$ cat config.mk
export PLATFORM = sky130hd
export DESIGN_NAME = tdi_fsm_array
export DESIGN_NICKNAME = d
export VERILOG_FILES = /design/src/rtl/tdi_fsm_array.sv
export SDC_FILE = /design/constraint.sdc
export NUM_CORES = 1
export LEC_CHECK = 0
export ABC_CLOCK_PERIOD_IN_PS = 5100
export BUFFER_PORTS_ARGS = -buffer_cell sky130_fd_sc_hd__buf_4
export CAP_MARGIN = 20
export CORE_ASPECT_RATIO = 1.4
export CORE_UTILIZATION = 59
export CTS_BUF_LIST = sky130_fd_sc_hd__clkbuf_4 sky130_fd_sc_hd__clkbuf_8
export CTS_CLUSTER_SIZE = 10
export DETAILED_ROUTE_END_ITERATION = 8
export PLACE_DENSITY = 0.93
export SYNTH_ARGS = -nofsm -noshare
export SYNTH_HDL_FRONTEND = slang
export SYNTH_SLANG_ARGS = --single-unit
$ cat constraint.sdc
create_clock -name clk -period 5.1 [get_ports clk]
set_clock_uncertainty 0.1 [all_clocks]
set_input_delay 0.765 -clock clk [delete_from_list [all_inputs] [get_ports clk]]
set_output_delay 0.765 -clock clk [all_outputs]
set_load 0.1 [all_outputs]
$ cat src/rtl/tdi_fsm_array.sv
// Array of NUM_TDI independent TDI lifecycle FSMs behind one command/response port.
// Define TDI_LOCK_TIMEOUT_EN to bound the time a TDI may stay in LOCK (LOCK_TIMEOUT cycles).
package tdi_fsm_pkg;
  typedef enum logic [1:0] {S_CONFIG = 2'b00, S_LOCK = 2'b01, S_RUN = 2'b10, S_ERROR = 2'b11} tdi_st_e;
  typedef enum logic [1:0] {OP_LOCK = 2'b00, OP_START = 2'b01, OP_STOP = 2'b10, OP_RECOVER = 2'b11} tdi_op_e;
  typedef enum logic [1:0] {RSP_OK = 2'b00, RSP_ILLEGAL = 2'b01, RSP_PRECOND = 2'b10, RSP_ABORTED = 2'b11} tdi_rsp_e;
endpackage

module tdi_lane
  import tdi_fsm_pkg::*;
#(
  parameter int LOCK_TIMEOUT = 255
) (
  input  logic     clk,
  input  logic     rst_n,
  input  logic     cmd_en,
  input  tdi_op_e  op,
  input  logic     auth,
  input  logic     ide,
  input  logic     viol,
  output tdi_st_e  st,
  output logic     err_flag,
  output logic     err_enter,
  output tdi_rsp_e status
);
  logic     tmo, force_err, err_clr;
  tdi_st_e  cmd_nxt;
  tdi_rsp_e cmd_rsp;

`ifdef TDI_LOCK_TIMEOUT_EN
  localparam int CW = (LOCK_TIMEOUT < 1) ? 1 : $clog2(LOCK_TIMEOUT + 1);
  logic [CW-1:0] lock_cnt;
  // Counter idles at zero outside LOCK, so it reads zero on the entry edge.
  always_ff @(posedge clk or negedge rst_n) begin
    if (!rst_n)             lock_cnt <= '0;
    else if (st != S_LOCK)  lock_cnt <= '0;
    else                    lock_cnt <= lock_cnt + CW'(1);
  end
  assign tmo = (st == S_LOCK) && (lock_cnt == CW'(LOCK_TIMEOUT));
`else
  assign tmo = 1'b0;
`endif

  // In ERROR the only forcing source is a violation, which keeps the lane in ERROR.
  assign force_err = viol | tmo
                   | (((st == S_LOCK) || (st == S_RUN)) && !auth)
                   | ((st == S_RUN) && !ide);
  assign err_enter = force_err && (st != S_ERROR);

  always_comb begin
    cmd_rsp = RSP_ILLEGAL;
    cmd_nxt = st;
    case (op)
      OP_LOCK:
        if (st == S_CONFIG) begin
          if (auth) begin cmd_rsp = RSP_OK; cmd_nxt = S_LOCK; end
          else            cmd_rsp = RSP_PRECOND;
        end
      OP_START:
        if (st == S_LOCK) begin
          if (ide) begin cmd_rsp = RSP_OK; cmd_nxt = S_RUN; end
          else           cmd_rsp = RSP_PRECOND;
        end
      OP_STOP:
        if ((st == S_RUN) || (st == S_LOCK)) begin
          cmd_rsp = RSP_OK;
          cmd_nxt = S_CONFIG;
        end
      OP_RECOVER:
        if (st == S_ERROR) begin
          if (!viol) begin cmd_rsp = RSP_OK; cmd_nxt = S_CONFIG; end
          else            cmd_rsp = RSP_PRECOND;
        end
      default: ;
    endcase
  end

  assign status  = !cmd_en ? RSP_OK : (err_enter ? RSP_ABORTED : cmd_rsp);
  assign err_clr = cmd_en && !force_err && (op == OP_RECOVER) && (cmd_rsp == RSP_OK);

  always_ff @(posedge clk or negedge rst_n) begin
    if (!rst_n) begin
      st       <= S_CONFIG;
      err_flag <= 1'b0;
    end else begin
      if (force_err)   st <= S_ERROR;
      else if (cmd_en) st <= cmd_nxt;
      if (err_enter)    err_flag <= 1'b1;
      else if (err_clr) err_flag <= 1'b0;
    end
  end
endmodule

module tdi_fsm_array
  import tdi_fsm_pkg::*;
#(
  parameter int NUM_TDI      = 4,
  parameter int LOCK_TIMEOUT = 255,
  parameter int TW           = (NUM_TDI > 1) ? $clog2(NUM_TDI) : 1
) (
  input  logic                 clk,
  input  logic                 rst_n,
  input  logic                 req_valid,
  input  logic [TW-1:0]        req_tdi,
  input  logic [1:0]           req_op,
  output logic                 req_ready,
  output logic                 rsp_valid,
  output logic [1:0]           rsp_status,
  input  logic [NUM_TDI-1:0]   auth_complete,
  input  logic [NUM_TDI-1:0]   ide_active,
  input  logic [NUM_TDI-1:0]   security_violation,
  output logic [2*NUM_TDI-1:0] tdi_state,
  output logic [NUM_TDI-1:0]   tdi_run,
  output logic [NUM_TDI-1:0]   err_vec,
  output logic                 err_irq
);
  logic                      accept, in_range;
  logic [NUM_TDI-1:0]        hit, enter;
  tdi_rsp_e [NUM_TDI-1:0]    lane_rsp;
  tdi_st_e  [NUM_TDI-1:0]    lane_st;
  logic [1:0]                rsp_or;

  assign req_ready = !rsp_valid;
  assign accept    = req_valid && req_ready;
  assign in_range  = int'(req_tdi) < NUM_TDI;

  for (genvar i = 0; i < NUM_TDI; i++) begin : g_lane
    assign hit[i] = accept && in_range && (req_tdi == TW'(i));
    tdi_lane #(.LOCK_TIMEOUT(LOCK_TIMEOUT)) u_lane (
      .clk       (clk),
      .rst_n     (rst_n),
      .cmd_en    (hit[i]),
      .op        (tdi_op_e'(req_op)),
      .auth      (auth_complete[i]),
      .ide       (ide_active[i]),
      .viol      (security_violation[i]),
      .st        (lane_st[i]),
      .err_flag  (err_vec[i]),
      .err_enter (enter[i]),
      .status    (lane_rsp[i])
    );
    assign tdi_state[2*i +: 2] = lane_st[i];
    assign tdi_run[i]          = (lane_st[i] == S_RUN);
  end

  // Idle lanes report RSP_OK (zero), so OR-ing picks out the addressed lane.
  always_comb begin
    rsp_or = 2'b00;
    for (int i = 0; i < NUM_TDI; i++) rsp_or = rsp_or | lane_rsp[i];
  end

  always_ff @(posedge clk or negedge rst_n) begin
    if (!rst_n) begin
      rsp_valid  <= 1'b0;
      rsp_status <= 2'b00;
      err_irq    <= 1'b0;
    end else begin
      rsp_valid  <= accept;
      rsp_status <= !accept ? 2'b00 : (in_range ? rsp_or : RSP_ILLEGAL);
      err_irq    <= |enter;
    end
  end
endmodule

==> results of run 1 <==
-- cell families after synthesis --
| kind of cell | count (synthesis) | share of synthesized area (%) |
|---|---|---|
| fa+ha+maj | 16 | 13.5 |
| simple gates | 51 | 23.0 |
| flops | 16 | 27.0 |
| buf+inv | 25 | 8.26 |
| mux | 5 | 6.74 |
| compound gates | 46 | 21.6 |
-- layer usage --
layer | share of wire, % | vias up | track usage [%]
met2 | 54 | 101 | 60.9
met5 | 0 | - | 0
li1 | - | 656 | -
met1 | 36 | 703 | 31.9
met3 | 7.0 | 18 | 3.23
met4 | 2.9 | 0 | 14.3
-- final cells by class --
| class | instances | share of cell area [%] |
|---|---|---|
| Multi-Input combinational cell | 118 | 54.0 |
| Timing Repair Buffer | 39 | 16.4 |
| Sequential cell | 16 | 22.5 |
| Clock buffer | 3 | 1.26 |
| Inverter | 16 | 3.37 |
| Tap cell | 34 | 2.39 |
-- cell usage in the layout (no fill, tap or decap), types with 2 or more instances in the layout --
cell type and n:
o2111ai_1 2, a32oi_1 2, nand3b_1 5, clkbuf_4 3
a21oi_1 12, a21o_1 4, o21ai_0 2, o31a_1 2
nand3_1 6, and3_1 4, and2_1 3, o21ai_1 5
ha_1 16, and4bb_2 2, buf_4 39, nor3b_1 2
nor2_1 2, mux4_2 4, a31oi_1 2, nand2b_1 3
o311ai_0 2, o31ai_1 3, nor3_1 5, nor2b_1 8
inv_1 16, dfrtp_1 16
-- critical path: cells and delay by family (launching register included) --
family	cells	cell delay, ns
DFF	1	0.46
buffers and inverters	2	0.41
adders and majority gates	1	0.18
-- state kept, by name, summed over array words and instances, names as in the netlist --
signal	flops
err_irq	1
g_lane.u_lane.err_flag	4
g_lane.u_lane.st	8
rsp_status	2
rsp_valid	1
-- worst paths after layout --
check / startpoint / endpoint / slack (ns)
setup / recovery: g_lane[2].u_lane.st[0] / tdi_run[2] / 2.90
hold / removal: rst_n / g_lane[0].u_lane.st[1] / 0.23
setup reg to reg: g_lane[0].u_lane.st[1] / rsp_status[0] / 2.90
hold reg to reg: g_lane[1].u_lane.err_flag / g_lane[1].u_lane.err_flag / 0.39
max in group asynchronous: rst_n / g_lane[3].u_lane.st[0] / 4.48
min in group clk: g_lane[1].u_lane.err_flag / g_lane[1].u_lane.err_flag / 0.39
-- where the power goes --
group / internal, uW / switching [uW] / total, uW
combinational: 65.5 / 190 / 256
sequential: 142 / 12.1 / 154
clock: 27.4 / 40.4 / 67.9
total: 235 / 243 / 478
-- metrics by stage --
stage	util (%)	instance area [um2]	hold slack, ns	power [uW]
6_report	74.5	1780	0.226	478
5_1_grt	74.5	1780	0.227	495
4_1_cts	74.5	1780	0.227	476
3_5_place_dp	73.5	1760	0.367	411
3_3_place_gp	73.5	1760	0.365	404
2_1_floorplan	-	1490	0.351	361
-- cell usage after synthesis, drive strengths merged, types with 2 or more instances --
master | number | area [um2]
dfrtp | 16 | 400
ha | 16 | 200
inv | 16 | 60.1
a21oi | 12 | 60.1
nor2b | 9 | 58.8
buf | 8 | 58.8
nand3 | 7 | 40.0
o21ai | 7 | 35.0
nand3b | 5 | 37.5
nor3 | 5 | 25.0
a21o | 4 | 30.0
and2 | 4 | 27.5
and3 | 4 | 25.0
mux4 | 4 | 90.1
nand2b | 3 | 18.8
nor3b | 3 | 27.5
o31ai | 3 | 22.5
a31oi | 2 | 12.5
a32oi | 2 | 17.5
and4bb | 2 | 25.0
nor2 | 2 | 7.51
o2111ai | 2 | 17.5
o311ai | 2 | 17.5
o31a | 2 | 17.5
==> impl_metrics.toml, run 1 <==
[die]
coreArea_um2 = 2390
start_util_pct = 62.1
num_rows = 21
die_y_um = 61.4
die_w_um = 44.4
dieArea_um2 = 2720
io_pins = 40

[worst_setup_path]
arrival_ns = 1.34
crit_path_max_incr_delay_ns = 0.46
cp_slowest_cell = "dfrtp_1"
r2r_cells = 6
crit_path_start_kind = "flip-flop"
critPathCaptureType = "primary output"
crit_chain = "inv_1, ha_1, buf_4"
cp_max_fo = 6
worst-setup-path-type = "flip-flop to primary output"
critPathRequiredTime_ns = 4.24

[yosys]
seq_area_frac_synth_pct = 27.0
synth_seq_cells = 16
syn_area_um2 = 1490
syn-num-nets = 194
yosysWarnings = 0
synth_edf_count = 0
netlist_instances = 159
synthArstFlopShare_pct = 100
avgSynthCellArea_um2 = 9.34
ys_types = 50
ys.flop_type = "dfrtp_1"

[timing]
worstMarginPinSlew_ns = 0.597
fin_crit_sh_pct = 43.2
slew_headroom_pct = 60.1
fmax_mhz = 454
final_hold_viol_count = 0
tns_ns = 0
drv_slew = 0
rsz0062_at_grt = "false"
setup_violations = 0
setup_ws_ns = 2.90
fin_crit_ns = 2.20

[drt]
vias = 1478
drc = 0
vias_per_cell = 6.54
ant_nets = 0
routed_wl_mm = 3.99
drtIter0Drc = 74
dr.pass1.iters = 4
wl_per_cell_um = 17.7

[pwr]
leakage_uw = 0.000873
power.density_nw_per_um2 = 268
peakVddDrop_mv = 0.181

[clock_tree]
cts_buffer_depth = 2
cts_sinks = 16
cts_repair_resize_count = 0
post_cts_buffers = 0
clk_pin_slew_ns = 0.10
cts_max_level = 1
cts-buffers-inserted = 3
ctsHoldBuffers = 0
cts_tree = "done"
cts_root_buf = "clkbuf_4"
clock_latency_ns = 0.29

[global_route]
grt_pass1_vias = 1470
grt_usage_pct = 30.9
antenna_found_initial = 0
grt_max_degree = 18
grt_pass1_wl_mm = 6.27
grt_remaining_overflow = 0

[cells_and_area]
multiInputGateArea_um2 = 962
fillCellCount = 172
area_growth_pct = 19.9
antenna_cells = 0
seq_area_um2 = 400
layoutNonFillerInstCount = 226
layout-drive-gt1-share_pct = 27.6
nets = 229

[place]
post-place-ws_ns = 2.87
dpl.hpwl_mm = 3.13
post-place-cells = 223
io_buffers = 39
place.gp.congestion = 1.07

[job]
drv_cap = 0

[hold_path]
hold_class = "primary input to asynchronous set/reset pin"

[outcome]
status = "complete, no violations"
(Power assumes the default switching activity.)
==> inputs of run 2 (changes only) <==
==> config.mk (replaced) <==
export PLATFORM = sky130hd
export DESIGN_NAME = tdi_fsm_array
export DESIGN_NICKNAME = d
export VERILOG_FILES = /design/src/rtl/tdi_fsm_array.sv
export SDC_FILE = /design/constraint.sdc
export NUM_CORES = 1
export LEC_CHECK = 0
export ABC_CLOCK_PERIOD_IN_PS = 2210
export BUFFER_PORTS_ARGS = -buffer_cell sky130_fd_sc_hd__buf_4
export CAP_MARGIN = 20
export CORE_ASPECT_RATIO = 1.4
export CORE_UTILIZATION = 54
export CTS_BUF_LIST = sky130_fd_sc_hd__clkbuf_4 sky130_fd_sc_hd__clkbuf_8
export CTS_CLUSTER_SIZE = 10
export DETAILED_ROUTE_END_ITERATION = 8
export PLACE_DENSITY = 0.87
export SYNTH_ARGS = -nofsm -noshare
export SYNTH_HDL_FRONTEND = slang
export SYNTH_SLANG_ARGS = --single-unit
==> constraint.sdc (replaced) <==
create_clock -name clk -period 2.21 [get_ports clk]
set_clock_uncertainty 0.1 [all_clocks]
set_input_delay 0.3315 -clock clk [delete_from_list [all_inputs] [get_ports clk]]
set_output_delay 0.3315 -clock clk [all_outputs]
set_load 0.1 [all_outputs]
==> run 2 against run 1 <==
- critical path type is now flip-flop to flip-flop
- combinational power is 130% higher
- power increased by 140%
- clock power grew to 3.1 times the previous value
- flip-flop and latch count did not move
- via count decreased by 1.6%
- utilization is 1.9 points lower
- largest power group unchanged
- critical path depth rose by 3
- largest cell class unchanged
==> impl_metrics.toml, run 2 (synthesis results as in run 1) <==
[cells_and_area]
fillCellCount = 224
area_growth_pct = 27.7
seq_area_um2 = 428
mostFrequentLayoutCell = "buf_4"
final_util_pct = 72.5
largest_register = "g_lane.u_lane.st"
layout-drive-gt1-share_pct = 36.2
design_area_um2 = 1900
multiInputGateArea_um2 = 1010
most-common-layout-cells = "41 x buf_4, 14 x inv_1, 12 x a21oi_1, 12 x ha_1"
nets = 232
antenna_cells = 0
largest_reg_flops = 8
layoutNonFillerInstCount = 232
top_regs = "g_lane.u_lane.st (8), g_lane.u_lane.err_flag (4), rsp_status (2)"

[worst_setup_path]
worst-setup-path-type = "flip-flop to flip-flop"
crit_path_max_incr_delay_ns = 0.52
critPathRequiredTime_ns = 2.31
cp_max_fo = 6
cp_top_family = "flip-flops"
r2r_cells = 6
cp_slowest_cell = "dfrtp_4"
r2r_end = "g_lane[3].u_lane.st[0]"
crit_chain = "inv_1, ha_1, mux4_2, and2_1, a21oi_1, o21ai_1"
regToRegSetupSlack_ns = 0.11
critPathCaptureType = "flip-flop"
arrival_ns = 2.20
path_buf_inv = 1
reg2reg_from = "g_lane[3].u_lane.st[0]"
crit_path_start_kind = "flip-flop"

[global_route]
grt_pass1_vias = 1483
antenna_found_initial = 0
grt_usage_pct = 28.7
grt_pass1_wl_mm = 6.35
grt_max_degree = 18
grt_remaining_overflow = 0

[pwr]
p_seq_share_pct = 31.0
intPower_uw = 592
pwr-share-comb_pct = 51.2
clkPwrFrac_pct = 17.8
switchingPower_uw = 579
power.density_nw_per_um2 = 617
peakVddDrop_mv = 0.468
netSwitchingFraction_pct = 49.4
leakage_uw = 0.000891

[timing]
drv_slew = 0
fin_crit_ns = 2.10
fmax_mhz = 475
tns_ns = 0
setup_violations = 0
final_hold_viol_count = 0
fin_crit_sh_pct = 95.2
hold_ws_ns = 0.230
rsz0062_at_grt = "false"
slew_headroom_pct = 47.3
worstMarginPinSlew_ns = 0.789

[drt]
vias = 1454
drtIter0Drc = 54
dr.pass1.iters = 4
drc = 0
ant_nets = 0
vias_per_cell = 6.27
routed_wl_mm = 3.89
wl_per_cell_um = 16.8

[hold_path]
hold_class = "primary input to flip-flop"
holdPathEnd = "g_lane[1].u_lane.st[1]"
holdPathStages = 3
hold_start = "ide_active[1]"

[clock_tree]
cts_buffer_depth = 2
cts_max_level = 1
clock_latency_ns = 0.30
clk_pin_slew_ns = 0.11
cts_sinks = 16
cts_root_buf = "clkbuf_4"
cts_tree = "done"
post_cts_buffers = 0
cts-buffers-inserted = 3

[die]
die_w_um = 46.3
die_y_um = 64.1
start_util_pct = 56.8
coreArea_um2 = 2620
io_pins = 40
dieArea_um2 = 2970
num_rows = 22

[outcome]
status = "complete, no violations"

[place]
place_area_um2 = 1850
dpl.hpwl_mm = 3.05
post-place-cells = 227
io_buffers = 39
place.gp.congestion = 0.984

[job]
drv_cap = 0
## run 2: cell count changes in the layout (fill, tap and decap cells not counted), moves of 2 or more
cell / delta
ha_1: -4
ha_4: +3
dfrtp_1: -8
inv_1: -2
buf_4: +2
dfrtp_4: +7
## run 2: per-stage QoR
stage / setup slack [ns] / power [uW]
6_report: 0.106 / 1170
2_1_floorplan: 0.00514 / 847
3_3_place_gp: 0.188 / 954
5_1_grt: 0.0447 / 1220
4_1_cts: 0.100 / 1170
3_5_place_dp: 0.141 / 963
## run 2: worst register-to-register path, stage by stage, from the launching register on
cell and delay [ns]:
dfrtp_4 0.52, inv_1 0.13, ha_1 0.27, mux4_2 0.51, and2_1 0.23, a21oi_1 0.17, o21ai_1 0.08
## run 2: repair_timing
| item | in CTS | in global routing |
|---|---|---|
| endpoints found under the hold margin | 16 | 0 |
| gates resized for setup | 0 | 0 |
| hold buffers | 1 | 0 |
## run 2: layout make-up
class | count | share of cell area (%)
clock buffer | 4 | 1.91
inverter | 16 | 3.30
multi-input combinational | 118 | 53.1
sequential | 16 | 22.6
tap | 36 | 2.37
timing repair buffer | 42 | 16.8
## run 2: power groups by stage
stage,logic (uW),clock network [uW],registers [uW]
after CTS,598,206,363
after global placement,586,0,368
after global routing,624,226,367
after floorplan,362,0,485
final,600,209,362
after detailed placement,594,0,369
## run 2: metal layers
layer | vias up | track usage, % | part of all wire, %
met4 | 0 | 13.2 | 2.4
met5 | - | 0 | 0
li1 | 671 | - | -
met3 | 9 | 3.39 | 4.4
met1 | 719 | 32.1 | 38
met2 | 55 | 50.7 | 55
## run 2: worst max path at each step
stage / end / startpoint / cells after the start
2_1_floorplan: rsp_status[0] / g_lane[0].u_lane.st[1] / 6
3_3_place_gp: rsp_status[0] / g_lane[0].u_lane.st[1] / 6
3_5_place_dp: rsp_status[0] / g_lane[0].u_lane.st[1] / 6
4_1_cts: g_lane[3].u_lane.st[0] / g_lane[3].u_lane.st[0] / 6
5_1_grt: g_lane[3].u_lane.st[1] / g_lane[3].u_lane.st[0] / 6
6_report: g_lane[3].u_lane.st[0] / g_lane[3].u_lane.st[0] / 6
==> inputs of run 3 (changes only) <==
--- a/config.mk
+++ b/config.mk
@@ -9,11 +9,12 @@
 export BUFFER_PORTS_ARGS = -buffer_cell sky130_fd_sc_hd__buf_4
 export CAP_MARGIN = 20
 export CORE_ASPECT_RATIO = 1.4
-export CORE_UTILIZATION = 54
+export CORE_UTILIZATION = 42
 export CTS_BUF_LIST = sky130_fd_sc_hd__clkbuf_4 sky130_fd_sc_hd__clkbuf_8
 export CTS_CLUSTER_SIZE = 10
 export DETAILED_ROUTE_END_ITERATION = 8
-export PLACE_DENSITY = 0.87
+export PLACE_DENSITY = 0.71
 export SYNTH_ARGS = -nofsm -noshare
 export SYNTH_HDL_FRONTEND = slang
+export SYNTH_HIERARCHICAL = 1
 export SYNTH_SLANG_ARGS = --single-unit
==> run 3 against run 2 <==
- die area up 24%
- global-route usage down 7.8 points
- via count up 0.28%
- non-clock buffer count up 3
- design area up 3.4%
- critical path depth unchanged
- power down 32%
- largest cell class unchanged
==> impl_metrics.toml, run 3 <==
[timing]
worstMarginPinSlew_ns = 0.412
slew_headroom_pct = 72.5
fin_crit_ns = 2.12
rsz0062_at_grt = "false"
final_hold_viol_count = 0
fmax_mhz = 472
tns_ns = 0
drv_slew = 0
fin_crit_sh_pct = 95.8
setup_violations = 0

[cells_and_area]
mostFrequentLayoutCell = "buf_4"
top_regs = "g_lane.u_lane/st (8), g_lane.u_lane/err_flag (4), rsp_status (2)"
layout-drive-gt1-share_pct = 37.8
largest_register = "g_lane.u_lane/st"
multiInputGateArea_um2 = 1010
area_growth_pct = 35.4
seq_area_um2 = 430
nets = 245
antenna_cells = 0
fillCellCount = 290
largest_reg_flops = 8
most-common-layout-cells = "44 x buf_4, 20 x inv_1, 16 x ha_1"
final_util_pct = 61.1

[clock_tree]
cts-buffers-inserted = 3
clock_latency_ns = 0.25
cts_tree = "done"
clk_pin_slew_ns = 0.07
cts_buffer_depth = 2
cts_sinks = 16
cts_root_buf = "clkbuf_8"
cts_max_level = 1

[worst_setup_path]
critPathMostFrequentCell = "inv_1"
cp_slowest_cell = "dfrtp_4"
critPathCaptureType = "flip-flop"
crit_path_max_incr_delay_ns = 0.51
crit_path_start_kind = "flip-flop"
arrival_ns = 2.14
crit_path_start = "g_lane[0].u_lane/st[0]"
crit_chain = "inv_1, ha_1, nor2b_1, o31ai_2, inv_1, or4_4"
path_buf_inv = 2
critPathRequiredTime_ns = 2.23
cp_top_family = "simple AND/OR/NAND/NOR gates"
worst-setup-path-type = "flip-flop to flip-flop"
cp_max_fo = 5
reg2reg_from = "g_lane[0].u_lane/st[0]"

[die]
io_pins = 40
start_util_pct = 45.1
die_w_um = 51.6
coreArea_um2 = 3210
die_y_um = 71.5
dieArea_um2 = 3690
num_rows = 24

[yosys]
yosysMostFrequentCell = "inv_1"
synth_area_leaders = "dfrtp_1 28%, ha_1 14%, mux4_2 6.2%"
syn_area_um2 = 1450
synthArstFlopShare_pct = 100
syn-num-nets = 195
synth_edf_count = 0
synth.top_cell.area_share_pct = 27.6
synth.largest_area_cell = "dfrtp_1"
avgSynthCellArea_um2 = 9.06
seq_area_frac_synth_pct = 27.6
synth_seq_cells = 16
yosysWarnings = 6
ys_types = 26
synthTopCellsByCount = "22 x inv_1, 16 x dfrtp_1, 16 x ha_1"
netlist_instances = 160
ys.flop_type = "dfrtp_1"

[pwr]
pwr-share-comb_pct = 30.2
power.density_nw_per_um2 = 408
leakage_uw = 0.000960
netSwitchingFraction_pct = 34.5
p_seq_share_pct = 38.7
switchingPower_uw = 276
clkPwrFrac_pct = 31.1
peakVddDrop_mv = 0.312
intPower_uw = 525
p_total_uw = 801

[place]
dpl.hpwl_mm = 2.79
io_buffers = 39
place.gp.congestion = 0.856

[global_route]
grt_usage_pct = 21.0
grt_max_degree = 29
antenna_found_initial = 0
grt_pass1_vias = 1336
grt_pass1_wl_mm = 5.92
grt_remaining_overflow = 0

[drt]
dr.pass1.iters = 4
routed_wl_mm = 3.65
vias = 1458
wl_per_cell_um = 14.7
vias_per_cell = 5.88
ant_nets = 0
drtIter0Drc = 40
drc = 0

[outcome]
status = "complete, no violations"

[hold_path]
hold_start = "security_violation[3]"
hold_class = "primary input to flip-flop"

[job]
drv_cap = 0
run 3: routing by layer:
metal,up-vias,GRT usage (%),wire length [um]
met1,713,26.7,1590
met5,-,0,0
met4,0,9.01,19
met3,2,2.55,171
li1,699,-,-
met2,44,35.1,1870
run 3: area by class of cell:
cell class | count | area share, %
Timing Repair Buffer | 45 | 17.3
Clock buffer | 4 | 2.49
Inverter | 22 | 4.21
Multi-Input combinational cell | 122 | 51.5
Sequential cell | 16 | 21.9
Tap cell | 39 | 2.49
run 3: worst register-to-register path, cell delays in order (launching register included):
cell and delay [ns]:
dfrtp_4 0.51, inv_1 0.11, ha_1 0.25, nor2b_1 0.18
o31ai_2 0.27, inv_1 0.08, or4_4 0.51
run 3: path summary, 6_finish.rpt:
path                                        endpoint  slack [ns]  depth (start not counted)
min in group asynchronous     g_lane[0].u_lane/st[1]        0.38                          2
max in group asynchronous     g_lane[2].u_lane/st[1]        1.42                          2
hold reg to reg            g_lane[2].u_lane/err_flag        0.45                          2
setup / recovery                             err_irq        0.09                          6
setup reg to reg                             err_irq        0.09                          6
hold / removal                g_lane[3].u_lane/st[1]        0.26                          3
run 3: cells by family after synthesis:
group	count (synthesis)	share of synthesized area, %
adders and majority gates	16	13.8
AOI/OAI and AO/OA	36	17.6
and+or+nand+nor	62	25.9
DFF	16	27.6
buffers and inverters	22	5.70
muxes	8	9.33
run 3: power groups by stage:
stage          registers (uW)  clock network [uW]  logic, uW
6_report                  310                 249        242
5_1_grt                   311                 265        258
4_1_cts                   310                 254        240
3_5_place_dp              316                   0        238
3_3_place_gp              315                   0        235
2_1_floorplan             379                   0       83.9
run 3: stage by stage:
| stage | std cells | worst slack, ns | hold slack [ns] | cell area, um2 |
|---|---|---|---|---|
| 6_report | 248 | 0.0920 | 0.259 | 1960 |
| 3_3_place_gp | 242 | 0.173 | 0.109 | 1880 |
| 5_1_grt | 248 | 0.00791 | 0.272 | 1960 |
| 2_1_floorplan | 160 | 0.00960 | -0.0641 | 1500 |
| 3_5_place_dp | 242 | 0.0985 | 0.113 | 1880 |
| 4_1_cts | 247 | 0.0707 | 0.249 | 1930 |
run 3: what timing repair did:
| item | in CTS | in global routing |
|---|---|---|
| endpoints found under the hold margin | 16 | 0 |
| resized for setup | 0 | 5 |
| hold buffers | 1 | 0 |
| endpoints found under the setup margin | 0 | 1 |
| buffers inserted | 0 | 1 |
